==> config.mk <==
export PLATFORM = sky130hd
export DESIGN_NAME = nrisc_regfile_flat
export DESIGN_NICKNAME = d
export VERILOG_FILES = /design/src/rtl/nrisc_regfile_pkg.sv /design/src/rtl/nrisc_regfile_if.sv /design/src/rtl/nrisc_sb_bit.sv /design/src/rtl/nrisc_regfile.sv /design/src/flat_wrapper.sv
export SDC_FILE = /design/constraint.sdc
export NUM_CORES = 1
export LEC_CHECK = 0
export CAP_MARGIN = 10
export CORE_MARGIN = 5
export CORE_UTILIZATION = 45
export DETAILED_ROUTE_END_ITERATION = 7
export PLACE_DENSITY = 0.74
export SYNTH_ARGS = -nofsm -noshare
export SYNTH_HDL_FRONTEND = slang
export SYNTH_SLANG_ARGS = --single-unit
==> constraint.sdc <==
create_clock -name clk -period 2.8 [get_ports clk]
set_clock_uncertainty 0.05 [all_clocks]
set_input_delay 0.56 -clock clk [delete_from_list [all_inputs] [get_ports clk]]
set_output_delay 0.56 -clock clk [all_outputs]
set_load 0.02 [all_outputs]
==> src/rtl/nrisc_regfile_pkg.sv <==
// Shared defaults and address-width helper for the register file, decode and writeback.
package nrisc_regfile_pkg;

  localparam int DEF_TAM   = 16;
  localparam int DEF_NREGS = 16;

  // A one-register file still needs a one-bit address bus.
  function automatic int addr_width(int nregs);
    return (nregs < 2) ? 1 : $clog2(nregs);
  endfunction

endpackage

==> src/rtl/nrisc_regfile_if.sv <==
// Decode/writeback side of the register file: write port, two read ports, reserve port.
interface nrisc_regfile_if
  import nrisc_regfile_pkg::*;
#(
    parameter int TAM   = DEF_TAM,
    parameter int NREGS = DEF_NREGS
);
    localparam int AW = addr_width(NREGS);

    logic             we;
    logic [AW-1:0]    waddr;
    logic [TAM-1:0]   wdata;
    logic [AW-1:0]    ra0;
    logic [TAM-1:0]   rd0;
    logic [AW-1:0]    ra1;
    logic [TAM-1:0]   rd1;
    logic             rsv_en;
    logic [AW-1:0]    rsv_addr;
    logic             busy0;
    logic             busy1;
    logic [NREGS-1:0] pend_vec;

    modport master (
        output we, waddr, wdata, ra0, ra1, rsv_en, rsv_addr,
        input  rd0, rd1, busy0, busy1, pend_vec
    );

    modport slave (
        input  we, waddr, wdata, ra0, ra1, rsv_en, rsv_addr,
        output rd0, rd1, busy0, busy1, pend_vec
    );

endinterface

==> src/rtl/nrisc_sb_bit.sv <==
// One scoreboard pending flop: a reservation outranks a same-cycle writeback clear.
module nrisc_sb_bit (
    input  logic clk,
    input  logic rst,
    input  logic set,
    input  logic clr,
    output logic pend
);

    // NOTE: state flops use non-blocking assignments so every flop samples pre-edge values.
    always_ff @(posedge clk or negedge rst) begin
        if (!rst)      pend <= 1'b0;
        else if (set)  pend <= 1'b1;
        else if (clr)  pend <= 1'b0;
    end

endmodule

==> src/rtl/nrisc_regfile.sv <==
// NREGS x TAM register file with write bypass, optional hardwired R0 and a pending scoreboard.
module nrisc_regfile
  import nrisc_regfile_pkg::*;
#(
    parameter int TAM     = DEF_TAM,
    parameter int NREGS   = DEF_NREGS,
    parameter bit ZERO_R0 = 1'b0,
    parameter bit BYPASS  = 1'b1
) (
    input logic             clk,
    input logic             rst,
    nrisc_regfile_if.slave  bus
);

    localparam int AW = addr_width(NREGS);

    typedef logic [TAM-1:0] word_t;

    word_t            regs [NREGS];
    logic [NREGS-1:0] pend;

    for (genvar i = 0; i < NREGS; i++) begin : g_reg
        if (ZERO_R0 && i == 0) begin : g_zero
            assign regs[i] = '0;
            assign pend[i] = 1'b0;
        end else begin : g_live
            word_t q;
            logic  hit_w;
            logic  hit_r;

            assign hit_w = bus.we && (bus.waddr == AW'(i));
            assign hit_r = bus.rsv_en && (bus.rsv_addr == AW'(i));

            // NOTE: every storage word is reset, so this must stay discrete flops rather than a RAM.
            always_ff @(posedge clk or negedge rst) begin
                if (!rst)       q <= '0;
                else if (hit_w) q <= bus.wdata;
            end

            assign regs[i] = q;

            nrisc_sb_bit u_sb (
                .clk  (clk),
                .rst  (rst),
                .set  (hit_r),
                .clr  (hit_w),
                .pend (pend[i])
            );
        end
    end

    // Hardwired R0 is applied last so a bypassed write to R0 can never leak out.
    // NOTE: each output gets its default first, so no path through the block leaves a latch.
    always_comb begin
        bus.rd0 = regs[bus.ra0];
        bus.rd1 = regs[bus.ra1];
        if (BYPASS && bus.we) begin
            if (bus.waddr == bus.ra0) bus.rd0 = bus.wdata;
            if (bus.waddr == bus.ra1) bus.rd1 = bus.wdata;
        end
        if (ZERO_R0) begin
            if (bus.ra0 == '0) bus.rd0 = '0;
            if (bus.ra1 == '0) bus.rd1 = '0;
        end
    end

    // Busy reflects registered state only; a same-cycle write does not hide it.
    assign bus.busy0    = pend[bus.ra0];
    assign bus.busy1    = pend[bus.ra1];
    assign bus.pend_vec = pend;

endmodule
==> src/flat_wrapper.sv <==
// flat-port wrapper written by rule: the top's interface ports become plain ports
module nrisc_regfile_flat import nrisc_regfile_pkg::*;
#(
    parameter int TAM     = DEF_TAM,
    parameter int NREGS   = DEF_NREGS,
    parameter bit ZERO_R0 = 1'b0,
    parameter bit BYPASS  = 1'b1
)
  (clk, rst, bus_we, bus_waddr, bus_wdata, bus_ra0, bus_ra1, bus_rsv_en, bus_rsv_addr, bus_rd0, bus_rd1, bus_busy0, bus_busy1, bus_pend_vec);
  nrisc_regfile_if #(.TAM(TAM), .NREGS(NREGS)) bus_i ();
  input logic clk;
  input logic rst;
  input wire logic [$bits(bus_i.we)-1:0] bus_we;
  input wire logic [$bits(bus_i.waddr)-1:0] bus_waddr;
  input wire logic [$bits(bus_i.wdata)-1:0] bus_wdata;
  input wire logic [$bits(bus_i.ra0)-1:0] bus_ra0;
  input wire logic [$bits(bus_i.ra1)-1:0] bus_ra1;
  input wire logic [$bits(bus_i.rsv_en)-1:0] bus_rsv_en;
  input wire logic [$bits(bus_i.rsv_addr)-1:0] bus_rsv_addr;
  output wire logic [$bits(bus_i.rd0)-1:0] bus_rd0;
  output wire logic [$bits(bus_i.rd1)-1:0] bus_rd1;
  output wire logic [$bits(bus_i.busy0)-1:0] bus_busy0;
  output wire logic [$bits(bus_i.busy1)-1:0] bus_busy1;
  output wire logic [$bits(bus_i.pend_vec)-1:0] bus_pend_vec;
  assign bus_i.we = bus_we;
  assign bus_i.waddr = bus_waddr;
  assign bus_i.wdata = bus_wdata;
  assign bus_i.ra0 = bus_ra0;
  assign bus_i.ra1 = bus_ra1;
  assign bus_i.rsv_en = bus_rsv_en;
  assign bus_i.rsv_addr = bus_rsv_addr;
  assign bus_rd0 = bus_i.rd0;
  assign bus_rd1 = bus_i.rd1;
  assign bus_busy0 = bus_i.busy0;
  assign bus_busy1 = bus_i.busy1;
  assign bus_pend_vec = bus_i.pend_vec;
  nrisc_regfile #(.TAM(TAM), .NREGS(NREGS), .ZERO_R0(ZERO_R0), .BYPASS(BYPASS)) u_core (.clk(clk), .rst(rst), .bus(bus_i));
endmodule
==> metrics.txt <==
crit path max fanout=3; Synth async-reset ratio=100%; Initial DRC Count=745; top cell type's share of synthesized area=between 40 and 50%; Crit path arrival time=2.23 ns; DR WL/cell=approximately 26 µm; unrepaired setup endpoints after global routing=true; nets=1178; CTS max path bufs=3; clk_lat worst skew=0.54 ns; Max-Cap Viols=0; cells along the critical path=mux4_2 > mux2i_2 > mux2i_1 > mux2_4 > buf_6; top cells by area, synth=dfrtp_1 (45%), mux2_2 (21%), mux4_2 (19%); DRC=0; Hold Vio Cnt, Final=0; CP startpoint kind=register; Fill cells=2586; Initial Util=45.5%; via total after detailed routing=9679; post-synth design cell area=0.0153 mm²; Core ar.=0.0335 mm²; first-pass GRT wire length=between 60000 and 70000 µm; critical path type=register to output port; grt ovf=0; dpl hpwl=between 20000 and 30000 µm; top_reg_cell synth=dfrtp_1; vias in the first global route=10219; CP required=2.19 ns; CTS sink count=~270; hold_ws=0.428 ns; Die Ht=194 µm; fmax=352 MHz; Critical R2R Launch=u_core.g_reg[15].g_live.q[6]; setup TNS=-0.128 ns; failing checks=negative setup slack; Yosys reg bits=272; Seq/Total Area, Yosys=between 40% and 50%; clock buffer count from CTS=29; largest net degree at the start of global routing=114; initial antenna violation count=0; Boundary Pins=between 80 and 90; Critical path origin=u_core.g_reg[15].g_live.q[2]; FF-to-FF setup slack=around 1.8 ns; Slew @ Worst Pin=0.627 ns; post-synth top area cell=dfrtp_1; PwrDens=698 mW/mm²; final worst path period need=2.84 ns; Detail Route Antenna Nets=0; Final Setup Violations=7; Worst slew margin=58.2%; syn_area_per_cell=between 15 and 20 µm²; worst min path class=primary input to async pin; CTS clk-pin slew, worst paths=~0.06 ns; fraction of layout cells with a size suffix above 1=59.3%; crit path buf inv count=1; drt first pass iters=5; Die Span X=around 190 µm; Cells after Synth=977; slowest stage delay, CP=0.49 ns; CTS tree=yes; CTS root buffer=clkbuf_16; worst vdd ir=~0.00055 V; EDFF count, synth=0; Syn Nets=between 1000 and 1500; port bufs=85; CP endpoint kind=output port; FF-to-FF End=u_core.g_reg[15].g_live.q[6]; leakage=8.23 nW; H-tree depth=1; Tcrit/Tclk final=101%; synth warn=0; CP max-delay cell=mux4_2; DR vias/cell=between 6 and 7; FF-to-FF path depth=2; Die Area=0.0377 mm²; Cell Rows=between 60 and 70; outcome=finished with violations; total global-route track usage=22.2%; Top delay family on crit path=multiplexers; setup slack after layout=-0.0376 ns; Area growth, synth to finish=26.3%; n_diodes=0; Yosys cell types=32; max-slew violation count=0; DRT Wirelength=42500 µm; Placer Congestion=0.806
## cells by family after synthesis
kind of cell | after synthesis | share of synthesized area [%]
AO/OA/AOI/OAI | 18 | 0.755
buffers and inverters | 111 | 4.06
flip-flops | 272 | 44.6
multiplexers | 522 | 48.2
XOR/XNOR | 8 | 0.459
AND/OR/NAND/NOR | 46 | 1.93
## repair_timing
item	in CTS	in global routing
pin swaps	5	1
endpoints found under the hold margin	30	0
resized for setup	234	69
setup buffers	22	18
cloned	12	1
setup endpoints to repair	34	32
hold buffers	1	0
## per-layer routing
| layer | vias up | part of all wire, % | wire length (µm) | GRT usage [%] |
|---|---|---|---|---|
| li1 | 4098 | - | - | - |
| met1 | 5200 | 42 | 17700 | 30.3 |
| met2 | 308 | 50 | 21400 | 37.9 |
| met3 | 73 | 5.4 | 2300 | 3.30 |
| met4 | 0 | 2.6 | 1130 | 5.49 |
| met5 | - | 0 | 0 | 0 |
## worst reg2reg max path, cell delays in order, from the launching register on
cell,delay [ns]
dfrtp_1,0.40
buf_4,0.14
mux2_2,0.26
## registers in the layout, indices dropped and copies added (netlist names)
signal,flops
u_core.g.g_live.u_sb.pend,16
u_core.g.g_live.q,256
## synthesized netlist by cell type (9+ instances only)
library cell and number:
mux4_1 10, dfrtp_1 272, buf_4 19, buf_1 9, mux2_2 283, nand2_1 14, o21ai_0 9, mux4_2 128
buf_2 49, mux2i_1 96, inv_1 9, clkbuf_1 19
## cells in the final DEF (no fill, tap or decap), drive strengths merged, types with 4 or more instances in the layout
master / synthesis / layout
or3: 6 / 6
inv: 9 / 9
clkbuf: 19 / 47
buf: 83 / 192
mux4: 138 / 138
nand3: 5 / 5
nand2: 14 / 14
o21ai: 9 / 9
mux2i: 96 / 96
nor2: 7 / 7
mux2: 288 / 288
dfrtp: 272 / 272
clkdlybuf4s50: 0 / 37
xor2: 6 / 6
nand2b: 4 / 4
o22ai: 5 / 5
## area by class of cell
cell class	instances	area (µm²)	share of cell area, %
multi-input combinational	594	8060	41.9
inverter	9	33.8	0.175
timing repair buffer	236	2860	14.9
tap	448	561	2.91
clock buffer	45	866	4.49
clock inverter	4	72.6	0.377
sequential	272	6810	35.3
## power breakdown
part / leakage (nW) / total (W) / switching [W] / internal [W]
Clock: 0.457 / 0.00382 / 0.00154 / 0.00228
Combinational: 4.45 / 0.00409 / 0.00155 / 0.00253
Sequential: 3.33 / 0.00553 / 0.000681 / 0.00485
Total: 8.23 / 0.0134 / 0.00377 / 0.00967
## how the worst max path moves through the flow
stage / end / slack (ns) / cells past startpoint
floorplan: bus_rd1[0] / 0.13 / 5
global placement: bus_rd1[10] / -0.60 / 6
detailed placement: bus_rd1[5] / -0.64 / 6
global route: bus_rd1[2] / -0.08 / 5
CTS: bus_rd1[2] / -0.05 / 5
finish: bus_rd1[2] / -0.04 / 5
## stage by stage
step	utilization (%)	worst slack (ns)	area (µm²)	instances	total power, W
after floorplan	-	0.131	15300	977	0.00802
after detailed placement	51.5	-0.637	17300	1507	0.00928
after global routing	57.4	-0.0765	19300	1608	0.0140
after global placement	51.5	-0.604	17300	1507	0.00912
final	57.4	-0.0376	19300	1608	0.0134
after CTS	56.3	-0.0459	18900	1591	0.0133
Note: power is estimated with default switching activity, not from simulation.
